## config.mk

```make
export PLATFORM = sky130hd
export DESIGN_NAME = seqmultiplier
export DESIGN_NICKNAME = d
export VERILOG_FILES = /design/src/rtl/mult_pkg.sv /design/src/rtl/seqmultiplier.sv
export SDC_FILE = /design/constraint.sdc
export NUM_CORES = 1
export LEC_CHECK = 0
export ABC_CLOCK_PERIOD_IN_PS = 8300
export CELL_PAD_IN_SITES_DETAIL_PLACEMENT = 0
export CELL_PAD_IN_SITES_GLOBAL_PLACEMENT = 1
export CORE_UTILIZATION = 46
export DETAILED_ROUTE_END_ITERATION = 10
export PLACE_DENSITY_LB_ADDON = 0.1
export SETUP_SLACK_MARGIN = 0.02
export SYNTH_ARGS = -nofsm -noshare
export SYNTH_HDL_FRONTEND = slang
export SYNTH_SLANG_ARGS = --single-unit
export TNS_END_PERCENT = 50
```

## constraint.sdc

```tcl
create_clock -name clock -period 8.3 [get_ports clock]
set_clock_uncertainty 0.2 [all_clocks]
set_input_delay 1.245 -clock clock [delete_from_list [all_inputs] [get_ports clock]]
set_output_delay 1.245 -clock clock [all_outputs]
set_load 0.05 [all_outputs]
```

## src/rtl/mult_pkg.sv

```systemverilog
// Shared types and helpers for the sequential shift-and-add multiplier.
// Operand magnitude is computed on a 64-bit carrier and sized by the caller.
package mult_pkg;

  typedef enum logic [1:0] {
    IDLE,
    RUN,
    DONE
  } mstate_t;

  function automatic logic [63:0] abs_n(
    input logic [63:0] v,
    input int unsigned w,
    input logic        s
  );
    logic [63:0] m;
    logic [63:0] t;
    m = (w >= 64) ? '1 : ((64'd1 << w) - 64'd1);
    t = v >> (w - 1);
    // -2^(w-1) negates to itself and reads back as +2^(w-1) unsigned
    if (s && t[0])
      abs_n = (~v + 64'd1) & m;
    else
      abs_n = v & m;
  endfunction

endpackage

```

## src/rtl/seqmultiplier.sv

```systemverilog
// Sequential shift-and-add multiplier, one multiplier bit per clock.
// Signed mode multiplies magnitudes and negates the product at the end.
module seqmultiplier
  import mult_pkg::*;
#(
  parameter int N = 8
) (
  input  logic           clock,
  input  logic           n_reset,
  input  logic           start,
  input  logic           sgn,
  input  logic [N-1:0]   A,
  input  logic [N-1:0]   B,
  output logic           ready,
  output logic           done,
  output logic [2*N-1:0] Q
);

  localparam int CW = $clog2(N + 1);

  mstate_t        state_q, state_d;
  logic [N-1:0]   mcand_q, mcand_d;
  logic [N-1:0]   mplier_q, mplier_d;
  logic [2*N-1:0] acc_q, acc_d;
  logic [CW-1:0]  cnt_q, cnt_d;
  logic           neg_q, neg_d;
  logic [2*N-1:0] q_q, q_d;
  logic [N:0]     sum;

  always_comb begin
    state_d  = state_q;
    mcand_d  = mcand_q;
    mplier_d = mplier_q;
    acc_d    = acc_q;
    cnt_d    = cnt_q;
    neg_d    = neg_q;
    q_d      = q_q;
    sum      = '0;
    unique case (state_q)
      IDLE, DONE: begin
        if (start) begin
          mcand_d  = N'(abs_n(64'(A), N, sgn));
          mplier_d = N'(abs_n(64'(B), N, sgn));
          neg_d    = sgn & (A[N-1] ^ B[N-1]);
          acc_d    = '0;
          cnt_d    = CW'(N);
          state_d  = RUN;
        end
      end
      RUN: begin
        sum = {1'b0, acc_q[2*N-1:N]}
            + ({1'b0, mcand_q} & {(N+1){mplier_q[0]}});
        acc_d    = {sum, acc_q[N-1:1]};
        mplier_d = mplier_q >> 1;
        cnt_d    = cnt_q - CW'(1);
        if (cnt_q == CW'(1)) begin
          q_d     = neg_q ? (~acc_d + (2*N)'(1)) : acc_d;
          state_d = DONE;
        end
      end
      default: state_d = IDLE;
    endcase
  end

  always_ff @(posedge clock or negedge n_reset) begin
    if (!n_reset) begin
      state_q  <= IDLE;
      mcand_q  <= '0;
      mplier_q <= '0;
      acc_q    <= '0;
      cnt_q    <= '0;
      neg_q    <= 1'b0;
      q_q      <= '0;
    end else begin
      state_q  <= state_d;
      mcand_q  <= mcand_d;
      mplier_q <= mplier_d;
      acc_q    <= acc_d;
      cnt_q    <= cnt_d;
      neg_q    <= neg_d;
      q_q      <= q_d;
    end
  end

  assign ready = (state_q != RUN);
  assign done  = (state_q == DONE);
  assign Q     = q_q;

endmodule

```

======== After elaboration in Yosys (flattened, before gate mapping) ========
Cells that the tools add are included.
word-level totals
  logic and storage cells ................. 45
  input bits .............................. 20
  output and inout bits ................... 18
  bits in registers ....................... 55
cells by class
  eq/ne operators ......................... 6
  muxes and demuxes ....................... 12
  reductions and logical operators ........ 9
  bitwise operators ....................... 6
  $add $sub $neg .......................... 5
operator list
  operator                                                                  count
  16-bit 2-to-1 mux                                                         2
  16-bit one-hot mux with 2 select lines                                    1
  8-bit 2-to-1 mux                                                          3
  16-bit by 1-bit adder with 16-bit output (second input constant)          1
  8-bit by 1-bit adder with 8-bit output (second input constant)            2
  16-bit NOT                                                                1
  8-bit NOT                                                                 2
  8-bit one-hot mux with 2 select lines                                     1
  8-bit by 9-bit adder with 9-bit output                                    1
  8-bit by 9-bit AND with 9-bit output                                      1
  4-bit one-hot mux with 2 select lines                                     1
  2-bit AND reduction                                                       4
  4-bit by 1-bit equality test with 1-bit output (second input constant)    1
  2-bit 2-to-1 mux                                                          2
  4-bit 2-to-1 mux                                                          1
  2-bit inequality test (second input constant)                             2
  2-bit one-hot mux with 2 select lines                                     1
  4-bit by 1-bit subtractor with 4-bit output (second input constant)       1
  2-bit by 1-bit equality test with 1-bit output (second input constant)    1
  2-bit equality test (second input constant)                               1
  1-bit logical AND                                                         2
  2-bit logical NOT                                                         1
  2-bit by 1-bit inequality test with 1-bit output (second input constant)  1
  2-bit nonzero test                                                        1
  3 further kinds                                                           3

======== Depth between registers and ports, before layout ========
  depth after elaboration ................. 5
  mapped depth ............................ 9
  depth with buffers taken out ............ 9

======== Worst setup path after synthesis ========
OpenSTA, ideal clock, no wires.
  path type ............................... register to register
  start ................................... register mplier_q[0]
  end ..................................... register q_q[15], in the netlist Q[15]
  library setup time ...................... 70 ps
  path buffers ............................ 0
  stages on the path, launching flop included .. 10
  data required time ...................... 8030 ps
  setup slack ............................. 5446 ps
  data arrival time ....................... 2584 ps
  clock period less this slack ............ 2854 ps
  cell sequence ........................... dfrtp_1 and2_1 ha_1 fa_1 a21o_1 a211oi_1 o221ai_1 a21o_1 or4_1 nand3_1
on the way
  longest elaborated chain between the ends .. 5
RTL lines
  item                                        RTL line             source
  start: declaration                          seqmultiplier.sv:23  logic [N-1:0] mplier_q, mplier_d;
  start signal: assignment                    seqmultiplier.sv:77  mplier_q <= mplier_d;
  8-bit by 9-bit AND with 9-bit output (*)    seqmultiplier.sv:52  + ({1'b0, mcand_q} & {(N+1){mplier_q[0]}});
  8-bit by 9-bit adder with 9-bit output (*)  seqmultiplier.sv:52
  16-bit NOT                                  seqmultiplier.sv:57  q_d = neg_q ? (~acc_d + (2*N)'(1)) : acc_d;
  16-bit by 1-bit adder with 16-bit output    seqmultiplier.sv:57
  16-bit 2-to-1 mux (*)                       seqmultiplier.sv:57
  end signal: assignment                      seqmultiplier.sv:81  q_q <= q_d;
  end: declaration                            seqmultiplier.sv:27  logic [2*N-1:0] q_q, q_d;
Every way passes the cells marked *; elsewhere a longest branch is shown, timed or not.
A chain may end at the register's enable or synchronous reset.

======== Worst setup path after layout ========
  start ................................... register state_q[0]
  end ..................................... output ready
on the way
  longest elaborated chain between the ends .. 1
RTL lines
  item                                              RTL line             source
  start: declaration                                seqmultiplier.sv:21  mstate_t state_q, state_d;
  start signal: assignment                          seqmultiplier.sv:75  state_q <= state_d;
  2-bit by 1-bit inequality test with 1-bit output  seqmultiplier.sv:85  assign ready = (state_q != RUN);
  end: declaration                                  seqmultiplier.sv:14  output logic ready,
No other way between the ends.

==> results.sh <==
export IMPL_clock_path_buffers=2
export IMPL_period_share_pct=39.4
export IMPL_ys_types=44
export IMPL_via_per_inst=5.54
export IMPL_rsz0062_at_grt="no"
export IMPL_swShare_pct=46.7
export IMPL_syn_avg_cell_area_um2=9.39
export IMPL_switchingPower_mw=0.651
export IMPL_fp_dieW_um=83.6
export IMPL_htree_levels=2
export IMPL_p_leak_nw=1.61
export IMPL_die_area_um2=6980
export IMPL_netlist_area_um2=3060
export IMPL_vias=2433
export IMPL_seq_area_um2=1350
export IMPL_setup_tns_final_ns=0
export IMPL_wire_per_inst_um=14.0
export IMPL_place_port_buffers=37
export IMPL_numClockSinks=54
export IMPL_critPathSlowestCell="clkdlybuf4s50_1"
export IMPL_nNetsFinal=395
export IMPL_route_detailed_drc=0
export IMPL_netlist_instances=326
export IMPL_ant_nets=0
export IMPL_grt_pass1_vias=2293
export IMPL_crit_chain="nor2b_1, inv_1, clkdlybuf4s50_1"
export IMPL_overflow=0
export IMPL_dp_hpwl_um=4570
export IMPL_relSlewSlack_pct=41.6
export IMPL_cts_tree="done"
export IMPL_cts_resized=0
export IMPL_comb_power_share_pct=55.4
export IMPL_clkLatencyLatePin_ns=0.31
export IMPL_status="finished clean"
export IMPL_ir_worst_vdd_v=0.000209
export IMPL_drive_gt1_share_pct=4.70
export IMPL_cts_hold_buf=0
export IMPL_hp_class="reg -> reg"
export IMPL_drtIter0Drc=90
export IMPL_cts_setup_buffers=0
export IMPL_syn2layout_area_growth_pct=17.5
export IMPL_first_pass_iters=4
export IMPL_clkPwrFrac_pct=11.2
export IMPL_initial_core_util_pct=47.9
export IMPL_end_kind="primary output"
export IMPL_p_per_area_nw_per_um2=387
export IMPL_grt_pass1_wl_um=10900
export IMPL_die_height_um=83.6
export IMPL_internal_power_mw=0.743
export IMPL_wirelength_um=6140
export IMPL_core_um2=6390
export IMPL_min_period_ns=3.27
export IMPL_final_max_slew_viol_count=0
export IMPL_clk_pin_slew_ns=0.10
export IMPL_cpPeakStageDelay_ns=0.83
export IMPL_seqPwrFrac_pct=33.4
export IMPL_start_kind="flip-flop"
export IMPL_required_ns=6.86
export IMPL_multi_input_area_um2=1620
export IMPL_antenna_cells=0
export IMPL_antenna_found_initial=0
export IMPL_critPathMaxFanout=5
export IMPL_path_class="reg -> out"
export IMPL_numCtsBuffers=5
export IMPL_gp_congestion=0.750
export IMPL_final_fill_count=601
export IMPL_grt_start_max_net_pins=55
export IMPL_track_usage_pct=19.1
export IMPL_row_count=29
export IMPL_ioPinCount=38
export IMPL_max_freq_ghz=0.306
export IMPL_setup_viol=0
export IMPL_ys_ff_latch=54
export IMPL_drv_cap=0
export IMPL_cts_root_buffer="clkbuf_8"
export IMPL_worst_endpoint_arrival_ns=1.82
export IMPL_total_power_mw=1.39
export IMPL_synth_warnings=0
export IMPL_syn_nets=360
export IMPL_worst_slew_pin_slew_ns=0.874
export IMPL_finalHoldViolCount=0
export IMPL_ys_seq_area_share_pct=44.2
-- flip-flops by register name (all words and copies together), names as in the netlist --
name      count
acc_q        15
mcand_q       8
state_q       2
mplier_q      8
Q            16
cnt_q         4
neg_q         1
-- layer usage --
layer | track usage [%] | part of all wire [%] | wire length (um) | vias up
met4 | 4.16 | 0.70 | 43 | 0
li1 | - | - | - | 1245
met1 | 27.4 | 51 | 3100 | 1124
met5 | 0 | 0 | 0 | -
met3 | 2.97 | 3.3 | 204 | 4
met2 | 30.7 | 45 | 2790 | 60
-- kinds of logic after synthesis --
family                   share of synthesized area (%)
multiplexers                                      1.64
AND/OR/NAND/NOR                                   18.3
XOR/XNOR                                          6.87
AO/OA/AOI/OAI                                     20.1
flip-flops                                        44.2
buffers and inverters                             2.94
adder cells (fa/ha/maj)                           5.97
-- worst max-delay path: cells and delay by family, from the launching register on --
| family | cells | cell delay [ns] |
|---|---|---|
| and+or+nand+nor | 1 | 0.15 |
| buffers and inverters | 2 | 0.96 |
| DFF | 1 | 0.41 |
-- cells in the final DEF, fill, tap and decap left out, drive strengths merged, types with 8 or more instances in the layout --
master         instances
dfrtp                 54
nand2                 42
o21ai                 39
clkdlybuf4s50         36
a22o                  15
xor2                  14
nor2                  14
ha                    13
inv                   13
xnor2                 10
and2                  10
nor3                   9
a22oi                  9
nand3                  9
a21oi                  8
-- power groups by stage --
stage          Combinational, mW  Sequential (mW)  Clock [mW]
2_1_floorplan              0.471            0.556           0
3_3_place_gp               0.759            0.469           0
3_5_place_dp               0.773            0.471           0
4_1_cts                    0.775            0.466       0.162
5_1_grt                    0.854            0.484       0.172
6_report                   0.772            0.465       0.156
-- synthesized netlist by cell type, drive strengths merged --
cell type   n  area, um^2
nor4        3        18.8
buf         1        3.75
nand2b      5        31.3
nor3        9        45.0
a21oi       8        40.0
o41ai       1        8.76
a22o       15         131
a222oi      1        10.0
o31ai       4        30.0
a2111oi     1        10.0
o221ai      1        8.76
nor2b       4        25.0
xnor2      10        87.6
a221oi      2        23.8
a22oi       9        67.6
a31oi       3        18.8
mux2i       5        50.1
or3         5        36.3
ha         13         163
nand2      42         158
a211oi      3        22.5
and3        2        12.5
a32o        1        10.0
a31o        1        8.76
a21o        3        22.5
o21ai      39         195
or4         2        15.0
or2         2        12.5
nand3       9        50.1
inv        12        45.0
nor3b       4        30.0
fa          1        20.0
nor2       14        52.6
and4b       1        10.0
xor2       14         123
clkbuf     11        41.3
o211ai      1        7.51
dfrtp      54        1350
and2       10        63.8
-- cell type report --
type                       count  share of cell area (%)
sequential                    54                    37.6
clock inverter                 3                   0.800
multi-input combinational    248                    45.0
inverter                      12                    1.25
clock buffer                   5                    1.91
timing repair buffer          40                    10.8
tap                           77                    2.68
-- metrics by stage --
step / area (um^2) / std cells / hold slack [ns] / setup WS (ns) / utilization, %
3_5_place_dp: 3500 / 431 / 0.254 / 5.03 / 54.8
6_report: 3600 / 439 / 0.273 / 5.03 / 56.3
4_1_cts: 3600 / 439 / 0.280 / 5.02 / 56.3
2_1_floorplan: 3060 / 326 / 0.238 / 5.45 / -
5_1_grt: 3600 / 439 / 0.298 / 4.92 / 56.3
3_3_place_gp: 3500 / 431 / 0.252 / 5.08 / 54.8
-- path summary, 6_finish.rpt --
kind	from	endpoint	slack (ns)	depth (start not counted)
max	state_q[0]	ready	5.03	3
min	mcand_q[7]	mcand_q[7]	0.27	2
max in group asynchronous	n_reset	acc_q[14]	6.61	2
min reg2reg	mcand_q[7]	mcand_q[7]	0.27	2
max reg2reg	mplier_q[0]	Q[15]	5.15	9
min in group asynchronous	n_reset	Q[11]	0.84	2
Power figures use the tool's default switching activity.
